**src/rtl/softmax_norm.sv**
```systemverilog
// softmax_norm: completes softmax by dividing each exp value of a frame by the frame sum.
// Two ping-pong frame buffers fill from the stream while a serial restoring divider drains the oldest.
module softmax_norm #(
  parameter int DATA_WIDTH = 16,
  parameter int MEM_LEN    = 12,
  parameter int FRAC_BITS  = 8
) (
  input  logic                  clk,
  input  logic                  rst,
  input  logic [DATA_WIDTH-1:0] input_tdata,
  input  logic                  input_tvalid,
  input  logic                  input_tlast,
  output logic [DATA_WIDTH-1:0] output_tdata,
  output logic                  output_tvalid,
  output logic                  output_tlast,
  output logic                  overflow
);
  localparam int CW = $clog2(MEM_LEN + 1);
  localparam int SW = DATA_WIDTH + CW;
  localparam int IW = (MEM_LEN > 1) ? $clog2(MEM_LEN) : 1;
  localparam int QW = FRAC_BITS + 1;
  localparam int BW = $clog2(QW + 1);
  localparam logic [CW-1:0] CNT_MAX  = CW'(MEM_LEN);
  localparam logic [BW-1:0] BIT_LAST = BW'(FRAC_BITS);

  typedef enum logic [1:0] {S_IDLE, S_LOAD, S_DIV, S_EMIT} state_t;

  logic [DATA_WIDTH-1:0] mem [2][MEM_LEN];
  logic [CW-1:0]         cnt [2];
  logic [SW-1:0]         sum [2];
  logic [1:0]            full;

  logic       in_frame, dropping, fill_sel, last_claim;
  logic       first_beat, pref, claim_ok, claim_sel, wr_sel, wr_en, room;
  logic [1:0] free_b, rel;
  logic [IW-1:0] wr_idx;

  logic [1:0] q_id;
  logic [1:0] q_cnt;
  logic       head, q_push;

  state_t        state, state_nxt;
  logic [IW-1:0] idx;
  logic [BW-1:0] bit_cnt;
  logic          load_en, step_en, emit_now, buf_release, last_elem, div_done, sum_zero;
  logic [DATA_WIDTH-1:0] rd_val;
  logic [SW-1:0] div_rem;
  logic [QW-1:0] div_num, div_q, div_q_nxt;
  logic [SW:0]   step_r;

  // One restoring-division step: returns {quotient bit, new remainder}.
  function automatic logic [SW:0] div_step(input logic [SW-1:0] rem, input logic nb,
                                           input logic [SW-1:0] dvsr);
    logic [SW:0] trial;
    trial = {rem, nb};
    if (trial >= {1'b0, dvsr}) return {1'b1, SW'(trial - {1'b0, dvsr})};
    return {1'b0, trial[SW-1:0]};
  endfunction

  function automatic logic [DATA_WIDTH-1:0] fmt_result(input logic [QW-1:0] q, input logic zero_sum);
    return zero_sum ? '0 : DATA_WIDTH'(q);
  endfunction

  // Fill side: a released buffer counts as free in the same cycle it is released.
  always_comb begin
    for (int b = 0; b < 2; b++) free_b[b] = !full[b] || rel[b];
    pref       = ~last_claim;
    first_beat = input_tvalid && !in_frame;
    claim_ok   = free_b[pref] || free_b[~pref];
    claim_sel  = free_b[pref] ? pref : ~pref;
    wr_sel     = first_beat ? claim_sel : fill_sel;
    wr_en      = input_tvalid && (first_beat ? claim_ok : !dropping);
    room       = first_beat || (cnt[fill_sel] < CNT_MAX);
    wr_idx     = first_beat ? '0 : IW'(cnt[fill_sel]);
    q_push     = wr_en && input_tlast;
  end

  always_ff @(posedge clk or negedge rst) begin
    if (!rst) begin
      in_frame   <= 1'b0;
      dropping   <= 1'b0;
      fill_sel   <= 1'b0;
      last_claim <= 1'b1;
      overflow   <= 1'b0;
    end else if (input_tvalid) begin
      if (first_beat) begin
        fill_sel <= claim_sel;
        dropping <= !claim_ok;
        if (claim_ok) last_claim <= claim_sel;
        else          overflow   <= 1'b1;
      end else if (!dropping && !room) begin
        overflow <= 1'b1;
      end
      in_frame <= !input_tlast;
    end
  end

  // Fill writes come after the release so a same-cycle claim wins.
  always_ff @(posedge clk or negedge rst) begin
    if (!rst) begin
      full <= '0;
      for (int b = 0; b < 2; b++) begin
        cnt[b] <= '0;
        sum[b] <= '0;
      end
    end else begin
      for (int b = 0; b < 2; b++) begin
        if (rel[b]) begin
          full[b] <= 1'b0;
          cnt[b]  <= '0;
          sum[b]  <= '0;
        end
        if (wr_en && (int'(wr_sel) == b)) begin
          if (first_beat) begin
            cnt[b] <= CW'(1);
            sum[b] <= SW'(input_tdata);
          end else if (room) begin
            cnt[b] <= cnt[b] + CW'(1);
            sum[b] <= sum[b] + SW'(input_tdata);
          end
          if (input_tlast) full[b] <= 1'b1;
        end
      end
    end
  end

  always_ff @(posedge clk) begin
    if (wr_en && room) mem[wr_sel][wr_idx] <= input_tdata;
  end

  // Drain order queue: q_id[0] is the oldest closed frame.
  always_ff @(posedge clk or negedge rst) begin
    if (!rst) begin
      q_id  <= '0;
      q_cnt <= '0;
    end else begin
      case ({q_push, buf_release})
        2'b10: begin
          q_id[q_cnt[0]] <= wr_sel;
          q_cnt          <= q_cnt + 2'd1;
        end
        2'b01: begin
          q_id[0] <= q_id[1];
          q_cnt   <= q_cnt - 2'd1;
        end
        2'b11: begin
          if (q_cnt == 2'd2) begin
            q_id[0] <= q_id[1];
            q_id[1] <= wr_sel;
          end else begin
            q_id[0] <= wr_sel;
          end
        end
        default: ;
      endcase
    end
  end

  assign head      = q_id[0];
  assign rd_val    = mem[head][idx];
  assign last_elem = (CW'(idx) + CW'(1)) == cnt[head];
  assign div_done  = (bit_cnt == BIT_LAST);
  assign sum_zero  = (sum[head] == '0);
  assign step_r    = div_step(div_rem, div_num[QW-1], sum[head]);
  assign div_q_nxt = (div_q << 1) | QW'(step_r[SW]);

  always_ff @(posedge clk or negedge rst) begin
    if (!rst) state <= S_IDLE;
    else      state <= state_nxt;
  end

  always_comb begin
    state_nxt = state;
    case (state)
      S_IDLE:  if (q_cnt != 2'd0) state_nxt = S_LOAD;
      S_LOAD:  state_nxt = S_DIV;
      S_DIV:   if (div_done) state_nxt = S_EMIT;
      S_EMIT:  state_nxt = last_elem ? S_IDLE : S_LOAD;
      default: state_nxt = S_IDLE;
    endcase
  end

  always_comb begin
    load_en     = (state == S_LOAD);
    step_en     = (state == S_DIV);
    emit_now    = step_en && div_done;
    buf_release = (state == S_EMIT) && last_elem;
    rel         = buf_release ? (head ? 2'b10 : 2'b01) : 2'b00;
  end

  always_ff @(posedge clk or negedge rst) begin
    if (!rst) begin
      idx     <= '0;
      bit_cnt <= '0;
    end else begin
      if (load_en)      bit_cnt <= '0;
      else if (step_en) bit_cnt <= bit_cnt + BW'(1);
      if (state == S_EMIT) idx <= last_elem ? '0 : idx + IW'(1);
    end
  end

  // Quotient < 2^(FRAC_BITS+1), so the top bits of value<<FRAC_BITS seed the remainder.
  always_ff @(posedge clk) begin
    if (load_en) begin
      div_rem <= SW'(rd_val >> 1);
      div_num <= {rd_val[0], {FRAC_BITS{1'b0}}};
      div_q   <= '0;
    end else if (step_en) begin
      div_rem <= step_r[SW-1:0];
      div_num <= div_num << 1;
      div_q   <= div_q_nxt;
    end
  end

  always_ff @(posedge clk or negedge rst) begin
    if (!rst) begin
      output_tdata  <= '0;
      output_tvalid <= 1'b0;
      output_tlast  <= 1'b0;
    end else begin
      output_tvalid <= emit_now;
      output_tlast  <= emit_now && last_elem;
      if (emit_now) output_tdata <= fmt_result(div_q_nxt, sum_zero);
    end
  end

endmodule

```
**config.mk**
```make
export PLATFORM = sky130hd
export DESIGN_NAME = softmax_norm
export DESIGN_NICKNAME = d
export VERILOG_FILES = /design/src/rtl/softmax_norm.sv
export SDC_FILE = /design/constraint.sdc
export NUM_CORES = 1
export LEC_CHECK = 0
export CELL_PAD_IN_SITES_DETAIL_PLACEMENT = 1
export CELL_PAD_IN_SITES_GLOBAL_PLACEMENT = 1
export CORE_MARGIN = 2
export CORE_UTILIZATION = 34
export CTS_CLUSTER_SIZE = 30
export DETAILED_ROUTE_END_ITERATION = 10
export GPL_TIMING_DRIVEN = 0
export PLACE_DENSITY_LB_ADDON = 0.2
export SKIP_CTS_REPAIR_TIMING = 1
export SLEW_MARGIN = 15
export SYNTH_ARGS = -nofsm -noshare
export SYNTH_HDL_FRONTEND = slang
export SYNTH_SLANG_ARGS = --single-unit
```
**constraint.sdc**
```tcl
create_clock -name clk -period 5.8 [get_ports clk]
set_input_delay 0.87 -clock clk [delete_from_list [all_inputs] [get_ports clk]]
set_output_delay 0.87 -clock clk [all_outputs]
set_load 0.02 [all_outputs]
```
==> After elaboration in Yosys (flattened, before gate mapping) <==
Memories as Yosys holds them, arrays and structs flattened.
Cells that the tools add are included.
{ "word_totals": {"ff_bits": 116, "latchBits": 0, "ram_bits": 384, "romBits": 0, "out_inout_bits": 19, "word_cells": 174, "n_memories": 1} }
{ "memory_table": {"columns": ["memory", "words", "width", "read_ports", "rd_ports_with_merged_regs", "write_ports", "line", "text"], "rows": [
  ["mem", 2, 192, 1, 0, 1, "28", "logic [DATA_WIDTH-1:0] mem [2][MEM_LEN];"]
]} }
{ "op_classes": {"addsub": 9, "multipliers": 0, "div_mod_pow": 0, "order_cmp": 11, "eq_ne": 13, "shifts": 0, "n_mux": 74, "bitwise_logic": 7, "n_reduce_logical": 36} }
{ "op_table": {"columns": ["cell", "count"], "rows": [
  ["20-bit two-way mux", 11],
  ["192-bit two-way mux", 1],
  ["4-bit two-way mux", 18],
  ["16-bit binary-select mux with 4-bit select", 1],
  ["16-bit demux with 4-bit select", 1],
  ["16-bit two-way mux", 3],
  ["21-bit two-way mux", 2],
  ["20-bit by 16-bit adder with 20-bit output", 2],
  ["15-bit two-way mux", 2],
  ["9-bit two-way mux", 3],
  ["1-bit two-way mux", 22],
  ["21-bit by 20-bit greater-or-equal comparator with 1-bit output", 1],
  ["20-bit zero test", 1],
  ["20-bit subtractor", 1],
  ["4-bit by 1-bit adder with 4-bit output, second input constant", 4],
  ["1-bit logical AND", 12],
  ["2-bit equality test, second input constant", 5],
  ["5-bit greater-or-equal comparator, second input constant", 2],
  ["4-bit NOT with 5-bit output", 2],
  ["2-bit nonzero test", 5],
  ["9-bit by 1-bit bitwise OR with 9-bit output", 1],
  ["2-bit two-way mux", 4],
  ["2-bit one-hot mux with 4 select lines", 1],
  ["1-bit zero test", 7],
  ["24 further kinds", 38]
]} }

==> Logic depth before layout (Yosys ltp) <==
Gate-level depths: netlist of run 1.
{ "depth": {"depth_word": 17, "mapped_depth": 17, "ltp_nobuf": 16} }

==> Least setup slack after synthesis of run 1 <==
Ideal clock, no wire load.
{ "synth_path": {"path_type": "register to register", "from": "reg q_id[0]", "to": "mem mem[0][100] (netlist name) (enable)", "setup_time_ns": 0.409, "t_arrival_ns": 3.659, "required_time_ns": 5.391, "path_slack_ns": 1.731, "path_stages_with_launch": 14, "path_buffers": 3, "synth_period_minus_slack_ns": 4.069, "path_cell_list": "dfrtp_1 > buf_6 > mux2i_1 > xnor2_1 > mux2i_2 > nand2_2 > nor2_4 > inv_2 > buf_6 > nand4b_2 > nand3_1 > or4b_1 > buf_2 > nor3_1"} }
{ "synth_via": {"elab_chain_cells": 16, "word_cells_on_any_way": 22, "classes_between": "1 x eq/ne; 14 x mux; 1 x bitwise; 6 x reduce/logical"} }
{ "synth_lines": {"columns": ["element", "line", "text"], "rows": [
  ["from (decl)", "38", "logic [1:0] q_id;"],
  ["from (signal, indexed assignment)", "139", "q_id[q_cnt[0]] <= wr_sel;"],
  ["from (signal assigned)", "143", "q_id[0] <= q_id[1];"],
  ["from (signal assigned)", "148", "q_id[0] <= q_id[1];"],
  ["1-bit NOT with 2-bit output (implied by the code)", "161", "assign last_elem = (CW'(idx) + CW'(1)) == cnt[head];"],
  ["4-bit two-way mux (implied by the code) (3 in a row)", "161", null],
  ["4-bit equality test", "161", null],
  ["1-bit logical AND", "187", "buf_release = (state == S_EMIT) && last_elem;"],
  ["2-bit two-way mux (*)", "188", "rel = buf_release ? (head ? 2'b10 : 2'b01) : 2'b00;"],
  ["1-bit logical OR", "66", "for (int b = 0; b < 2; b++) free_b[b] = !full[b] || rel[b];"],
  ["1-bit two-way mux, on equally long branches (2 in a row)", "69, 70", null],
  ["1-bit logical OR", "69", "claim_ok = free_b[pref] || free_b[~pref];"],
  ["1-bit two-way mux", "72", "wr_en = input_tvalid && (first_beat ? claim_ok : !dropping);"],
  ["1-bit logical AND", "72", null],
  ["1-bit logical AND", "128", "if (wr_en && room) mem[wr_sel][wr_idx] <= input_tdata;"],
  ["1-bit two-way mux", "128", null],
  ["192-bit two-way mux (implied by the code)", "128", null],
  ["to (decl)", "28", null]
]} }
Every way passes the cells marked *; elsewhere a longest branch is shown, timed or not. The select of a mux whose other input is x is not followed.

==> Worst setup path in the final report of run 1 <==
{ "layout_path": {"from": "reg q_id[0]", "to": "reg div_rem[14] (data pin)"} }
{ "layout_via": {"elab_chain_cells": 9, "word_cells_on_any_way": 15, "classes_between": "1 x add/sub; 1 x order compare; 11 x mux; 1 x bitwise; 1 x memory"} }
{ "layout_lines": {"columns": ["element", "line", "text"], "rows": [
  ["1-bit NOT with 2-bit output (implied by the code)", "164", "assign step_r = div_step(div_rem, div_num[QW-1], sum[head]);"],
  ["20-bit two-way mux (implied by the code) (3 in a row)", "164", null],
  ["20-bit subtractor / 21-bit by 20-bit greater-or-equal comparator with 1-bit output (equally long branches)", "56", "if (trial >= {1'b0, dvsr}) return {1'b1, SW'(trial - {1'b0, dvsr})};"],
  ["21-bit two-way mux / 1-bit two-way mux (equally long branches)", "56", null],
  ["21-bit two-way mux", "57", "return {1'b0, trial[SW-1:0]};"],
  ["15-bit two-way mux", "208", "end else if (step_en) begin"],
  ["15-bit two-way mux (*)", "204", "if (load_en) begin"],
  ["to (signal assigned)", "205", "div_rem <= SW'(rd_val >> 1);"],
  ["to (signal assigned)", "209", "div_rem <= step_r[SW-1:0];"],
  ["to (decl)", "47", "logic [SW-1:0] div_rem;"]
]} }
Marked as above.
A chain may end at the register's enable or synchronous reset.

==> results.sh, run 1 <==
export IMPL_outcome="completed"
export IMPL_place_ws_ns=-0.312
export IMPL_grt_pass1_vias=15100
export IMPL_place_gp_congestion=0.836
export IMPL_skew_ns=0.0236
export IMPL_port_buffers=30
export IMPL_period_minus_slack_ns=5.51
export IMPL_synth_compound_area_share=0.0918
export IMPL_worst_pin_slew_ns=1.25
export IMPL_synth_simple_area_share=0.0772
export IMPL_synth_adder_area_share=0.0387
export IMPL_routed_via_density=5.57
export IMPL_hp_class="primary input to asynchronous set/reset pin"
export IMPL_drt_iter0_markers=1117
export IMPL_ys_flop_type="edfxtp_1"
export IMPL_vdd_drop_max_mv=0.252
export IMPL_report_final_hold_viol_count=0
export IMPL_grt_use_total=0.200
export IMPL_drtPass1Iterations=5
export IMPL_yosysUniqueCellTypes=75
export IMPL_synthMuxAreaShare=0.130
export IMPL_grt_max_degree=61
export IMPL_ant_nets=0
export IMPL_crit_required_ns=6.13
export IMPL_num_vias=14500
export IMPL_antennaDiodeCount=0
export IMPL_totalWireLength_um=69300
export IMPL_grt_pass1_wl_um=102000
export IMPL_setup_viol=0
export IMPL_coreArea_um2=66900
export IMPL_rsz0062_at_grt="false"
export IMPL_wire_per_inst_um=26.7
export IMPL_dp_cells=2504
export IMPL_power_leakage_nw=9.25
export IMPL_synthCells=1574
export IMPL_ys_warn_count=0
export IMPL_synthXorXnorAreaFrac=0.0157
export IMPL_synth_edff_count=400
export IMPL_hpwl_um=47700
export IMPL_yosysSeqAreaShare=0.624
export IMPL_layout_setup_ws_ns=0.292
export IMPL_clock_sinks=493
export IMPL_cts_root_buf="clkbuf_16"
export IMPL_ys_ff_latch=493
export IMPL_finalMaxSlewViolations=0
export IMPL_die_w_um=263
export IMPL_worstPathMaxFanout=10
export IMPL_relSlewSlack=0.157
export IMPL_synth_async_reset_ratio=0.162
export IMPL_max_freq_mhz=182
export IMPL_io_pins=39
export IMPL_cts_tree="done"
export IMPL_cp_data_arrival_time_ns=5.83
export IMPL_final_nets=1775
export IMPL_instances_no_fill=2601
export IMPL_start_util=0.342
export IMPL_crit_type="register to register"
export IMPL_layout_drive_gt1_share=0.176
export IMPL_cts_max_path_buffers=3
export IMPL_yosysTopAreaCell="edfxtp_1"
export IMPL_final_common_cell="edfxtp_1"
export IMPL_syn_area_um2=22900
export IMPL_dieArea_um2=69400
export IMPL_cts_buffers=53
export IMPL_area_delta_synth_final_pct=15.7
export IMPL_clk_pin_slew_ns=0.06
export IMPL_clk_latency_ns=0.62
export IMPL_fin_crit_sh=0.950
export IMPL_maxCapViolations=0
export IMPL_h_tree_depth=2
export IMPL_synth_top_cell_area_share=0.525
export IMPL_power_density_nw_per_um2=537
export IMPL_final_cell_mix="edfxtp_1, nand2_1, mux4_2"
export IMPL_rows=95
export IMPL_antenna_found_initial=0
export IMPL_die_y_um=263
export IMPL_yosys_top_cells_area="edfxtp_1, mux4_2, dfrtp_1"
export IMPL_synth_top_family_by_area="multiplexers"
export IMPL_grt_overflow_total=0
export IMPL_synth_avg_cell_area_um2=14.5
export IMPL_cp_end_kind="register"
export IMPL_start_kind="register"
export IMPL_drc=0
==> kinds of logic (layout without fill, tap and decap cells) <==
family / Yosys count / in the layout
and+or+nand+nor: 377 / 377
muxes: 156 / 156
buffers and inverters: 121 / 269
other: 1 / 7
DFF: 493 / 493
adders and majority gates: 69 / 69
xor gates and xnor gates: 41 / 41
AOI/OAI and AO/OA: 316 / 316
==> Yosys cell counts, drive strengths merged (4+ instances only) <==
master     n
dfxtp     13
xnor2     24
and2       7
a22o      10
a21o      16
xor2      17
o211ai    11
nand4     18
o31ai      5
a221oi    12
a31o       4
a21oi     80
a21boi     5
o21a      11
dfrtp     79
nand2b    15
nor3      27
nor2b      9
buf       33
a22oi     24
inv       41
mux4     112
a31oi      7
a211oi    13
o31a       5
or3       10
o22ai      6
nand2    114
o21ai     61
edfxtp   400
clkbuf    45
nand3     31
ha        66
o21bai     5
and3      13
nor2     113
o2bb2ai   15
mux2i     41
==> worst paths after layout <==
check                                              start                        to  slack, ns  depth (start not counted)
worst max register to register       q_id[0]$_DFFE_PN0P_     div_rem[14]$_DFFE_PP_       0.29                         16
worst max-delay path                 q_id[0]$_DFFE_PN0P_     div_rem[14]$_DFFE_PP_       0.29                         16
min in group clk                div_rem[19]$_SDFFE_PP0P_  div_rem[19]$_SDFFE_PP0P_       0.48                          2
worst min-delay path                                 rst    bit_cnt[0]$_DFFE_PN0P_       0.11                          1
worst min register to register  div_rem[19]$_SDFFE_PP0P_  div_rem[19]$_SDFFE_PP0P_       0.48                          2
max in group asynchronous                            rst    last_claim$_DFFE_PN1P_       5.00                          2
==> layout make-up <==
type / count / area, um2
plain buffers: 78 / 363
clock inverters: 36 / 467
inverters: 43 / 161
well taps: 873 / 1090
multi-input cells: 966 / 8270
fillers: 6858 / 40400
flip-flops and latches: 493 / 14300
repair buffers: 51 / 495
clock buffers: 61 / 1360
==> where the power goes <==
part,internal [mW],switching (mW)
clock,2.13,1.46
combinational,2.31,3.65
sequential,4.35,0.310
==> through the flow <==
step / hold slack (ns) / TNS [ns] / power [mW] / utilization / area, um2
final: 0.115 / 0 / 14.2 / 0.396 / 26500
after global routing: 0.119 / 0 / 15.0 / 0.396 / 26500
after CTS: 0.105 / -2.44 / 14.3 / 0.396 / 26500
after detailed placement: 0.473 / -2.10 / 10.7 / 0.369 / 24700
after global placement: 0.459 / -23.85 / 10.5 / 0.363 / 24300
after floorplan: 0.446 / 0 / 8.67 / - / 22900
==> critical path, cell delays in order, from the launching register on <==
cell and delay [ns]:
dfrtp_1 0.34, buf_6 0.18, buf_2 0.29, buf_4 0.34, buf_2 0.41, buf_2 0.44, mux2i_2 0.54, ha_1 0.38
a21o_1 0.22, a31o_2 0.25, or3_1 0.34, o211ai_1 0.21, and3_1 0.23, clkbuf_1 0.55, nor2_1 0.13, a211oi_1 0.25
a21oi_1 0.06
==> per-layer routing <==
metal,wire length [um],global-route usage
met5,0,0
met4,1320,0.0469
met3,2550,0.0222
met2,34300,0.341
met1,31200,0.274
==> flip-flops by register name, indices dropped and copies added (netlist names) <==
register       flops
in_frame           1
div_rem           20
state              2
div_num            1
q_id               2
overflow           1
mem              384
output_tvalid      1
q_cnt              2
full               2
bit_cnt            4
sum               40
fill_sel           1
div_q              8
output_tdata       9
dropping           1
last_claim         1
cnt                8
idx                4
output_tlast       1
(Power assumes the default switching activity.)
==> run 2, diff against run 1 <==
--- a/config.mk
+++ b/config.mk
@@ -11,6 +11,7 @@
 export CORE_UTILIZATION = 34
 export CTS_CLUSTER_SIZE = 30
 export DETAILED_ROUTE_END_ITERATION = 10
+export DONT_BUFFER_PORTS = 1
 export GPL_TIMING_DRIVEN = 0
 export PLACE_DENSITY_LB_ADDON = 0.2
 export SKIP_CTS_REPAIR_TIMING = 1
==> run 2 against run 1 <==
Net effect:
- via count down 2.2%
- clock power down 3%
- clock skew up 0.0020 ns
- sequential power about the same
- die area unchanged
- combinational power down 2%
- final area down 1.2%
- critical path depth down 1
- count of clock-buffer cells in the layout up 2
- highest routed layer unchanged
==> results.sh, run 2 (synthesis gave the netlist of run 1 again) <==
export IMPL_outcome="completed"
export IMPL_grt_pass1_wl_um=102000
export IMPL_power_density_nw_per_um2=535
export IMPL_cpMostUsedCell="buf_2"
export IMPL_worst_path_max_delay_cell="mux2i_2"
export IMPL_ant_nets=0
export IMPL_layout_drive_gt1_share=0.161
export IMPL_skew_ns=0.0256
export IMPL_relSlewSlack=0.248
export IMPL_rrSetupSlack_ns=0.31
export IMPL_crit_cells=15
export IMPL_grt_pass1_vias=15100
export IMPL_coreArea_um2=66900
export IMPL_final_common_cell="edfxtp_1"
export IMPL_fin_crit_sh=0.946
export IMPL_crit_family="buffers and inverters"
export IMPL_clock_sinks=493
export IMPL_report_final_hold_viol_count=0
export IMPL_worst_pin_slew_ns=1.12
export IMPL_rows=95
export IMPL_cp_num_buf_inv=6
export IMPL_cts_tree="done"
export IMPL_hp_class="primary input to asynchronous set/reset pin"
export IMPL_r2r_cells=15
export IMPL_final_cell_mix="edfxtp_1, nand2_1, mux4_2"
export IMPL_fin_tns_setup_ns=0
export IMPL_clk_latency_ns=0.64
export IMPL_top_regs="mem x384, sum x40, div_rem x20"
export IMPL_period_minus_slack_ns=5.49
export IMPL_r2r_start="q_id[0]$_DFFE_PN0P_"
export IMPL_setup_viol=0
export IMPL_crit_required_ns=6.15
export IMPL_power_leakage_nw=9.07
export IMPL_io_pins=39
export IMPL_drtPass1Iterations=5
export IMPL_h_tree_depth=2
export IMPL_finalMaxSlewViolations=0
export IMPL_cp_end_kind="register"
export IMPL_place_gp_congestion=0.827
export IMPL_grt_overflow_total=0
export IMPL_start_util=0.342
export IMPL_cts_max_path_buffers=3
export IMPL_maxCapViolations=0
export IMPL_cts_root_buf="clkbuf_16"
export IMPL_largest_register_ffs=384
export IMPL_crit_chain="buf_6 > buf_2 > buf_4 > buf_2 > buf_2 > mux2i_2 > ha_1 > a21o_1 > a31o_2 > or3_1 > o211ai_1 > and3_1 > clkbuf_1 > mux2i_1 > a21oi_1"
export IMPL_routed_via_density=5.51
export IMPL_drc=0
export IMPL_grt_use_total=0.200
export IMPL_rr_endpoint="div_rem[3]$_DFFE_PP_"
export IMPL_max_freq_mhz=182
export IMPL_wire_per_inst_um=26.8
export IMPL_vdd_drop_max_mv=0.275
export IMPL_grt_max_degree=81
export IMPL_post_route_util=0.391
export IMPL_cp_data_arrival_time_ns=5.84
export IMPL_port_buffers=0
export IMPL_final_nets=1743
export IMPL_area_delta_synth_final_pct=14.3
export IMPL_num_vias=14200
export IMPL_hpwl_um=47500
export IMPL_antenna_found_initial=0
export IMPL_die_w_um=263
export IMPL_antennaDiodeCount=0
export IMPL_cts_buffers=53
export IMPL_start_kind="register"
export IMPL_max_stage_delay_ns=0.69
export IMPL_die_y_um=263
export IMPL_totalWireLength_um=69000
export IMPL_clk_pin_slew_ns=0.06
export IMPL_dieArea_um2=69400
export IMPL_regMostFlops="mem"
export IMPL_rsz0062_at_grt="false"
export IMPL_drt_iter0_markers=1092
export IMPL_crit_type="register to register"
export IMPL_worstPathMaxFanout=10
run 2: worst max-delay path by stage:
stage | slack (ns) | start | end
global route | 0.05 | q_id[0]$_DFFE_PN0P_ | div_rem[4]$_DFFE_PP_
global placement | -0.73 | q_id[0]$_DFFE_PN0P_ | mem[1][183]$_DFFE_PP_
detailed placement | -0.29 | q_id[0]$_DFFE_PN0P_ | div_rem[4]$_DFFE_PP_
finish | 0.31 | q_id[0]$_DFFE_PN0P_ | div_rem[3]$_DFFE_PP_
floorplan | 1.73 | q_id[0]$_DFFE_PN0P_ | mem[0][100]$_DFFE_PP_
CTS | -0.32 | q_id[0]$_DFFE_PN0P_ | div_rem[4]$_DFFE_PP_
run 2: routing by layer:
metal,track usage,part of all wire,vias to the layer above
met5,0,0,-
met1,0.276,0.46,7479
met3,0.0343,0.041,75
li1,-,-,6340
met4,0.0457,0.019,0
met2,0.332,0.48,260
run 2: stage by stage:
| step | area [um2] | hold WS [ns] | total power, mW | worst slack (ns) | cells |
|---|---|---|---|---|---|
| floorplan | 22900 | 0.446 | 8.67 | 1.73 | 1580 |
| global placement | 24000 | 0.473 | 10.4 | -0.732 | 2453 |
| CTS | 26100 | -0.0843 | 14.1 | -0.320 | 2569 |
| global route | 26200 | 0.0634 | 14.9 | 0.0509 | 2570 |
| finish | 26200 | 0.0930 | 14.0 | 0.312 | 2570 |
| detailed placement | 24300 | 0.472 | 10.6 | -0.292 | 2471 |
run 2: layout make-up:
class                   instances  area (um2)
plain buffers                  78         360
clock buffers                  63        1360
clock inverters                35         404
fillers                      6830       40800
inverters                      43         161
multi-input cells             966        8260
flip-flops and latches        493       14300
well taps                     873        1090
repair buffers                 19         234
run 2: power by group:
part / total, mW / switching (mW) / leakage [nW] / internal, mW
logic: 5.83 / 3.55 / 3.50 / 2.28
clock network: 3.47 / 1.47 / 0.843 / 2.00
registers: 4.68 / 0.331 / 4.73 / 4.35
total: 14.0 / 5.35 / 9.07 / 8.64
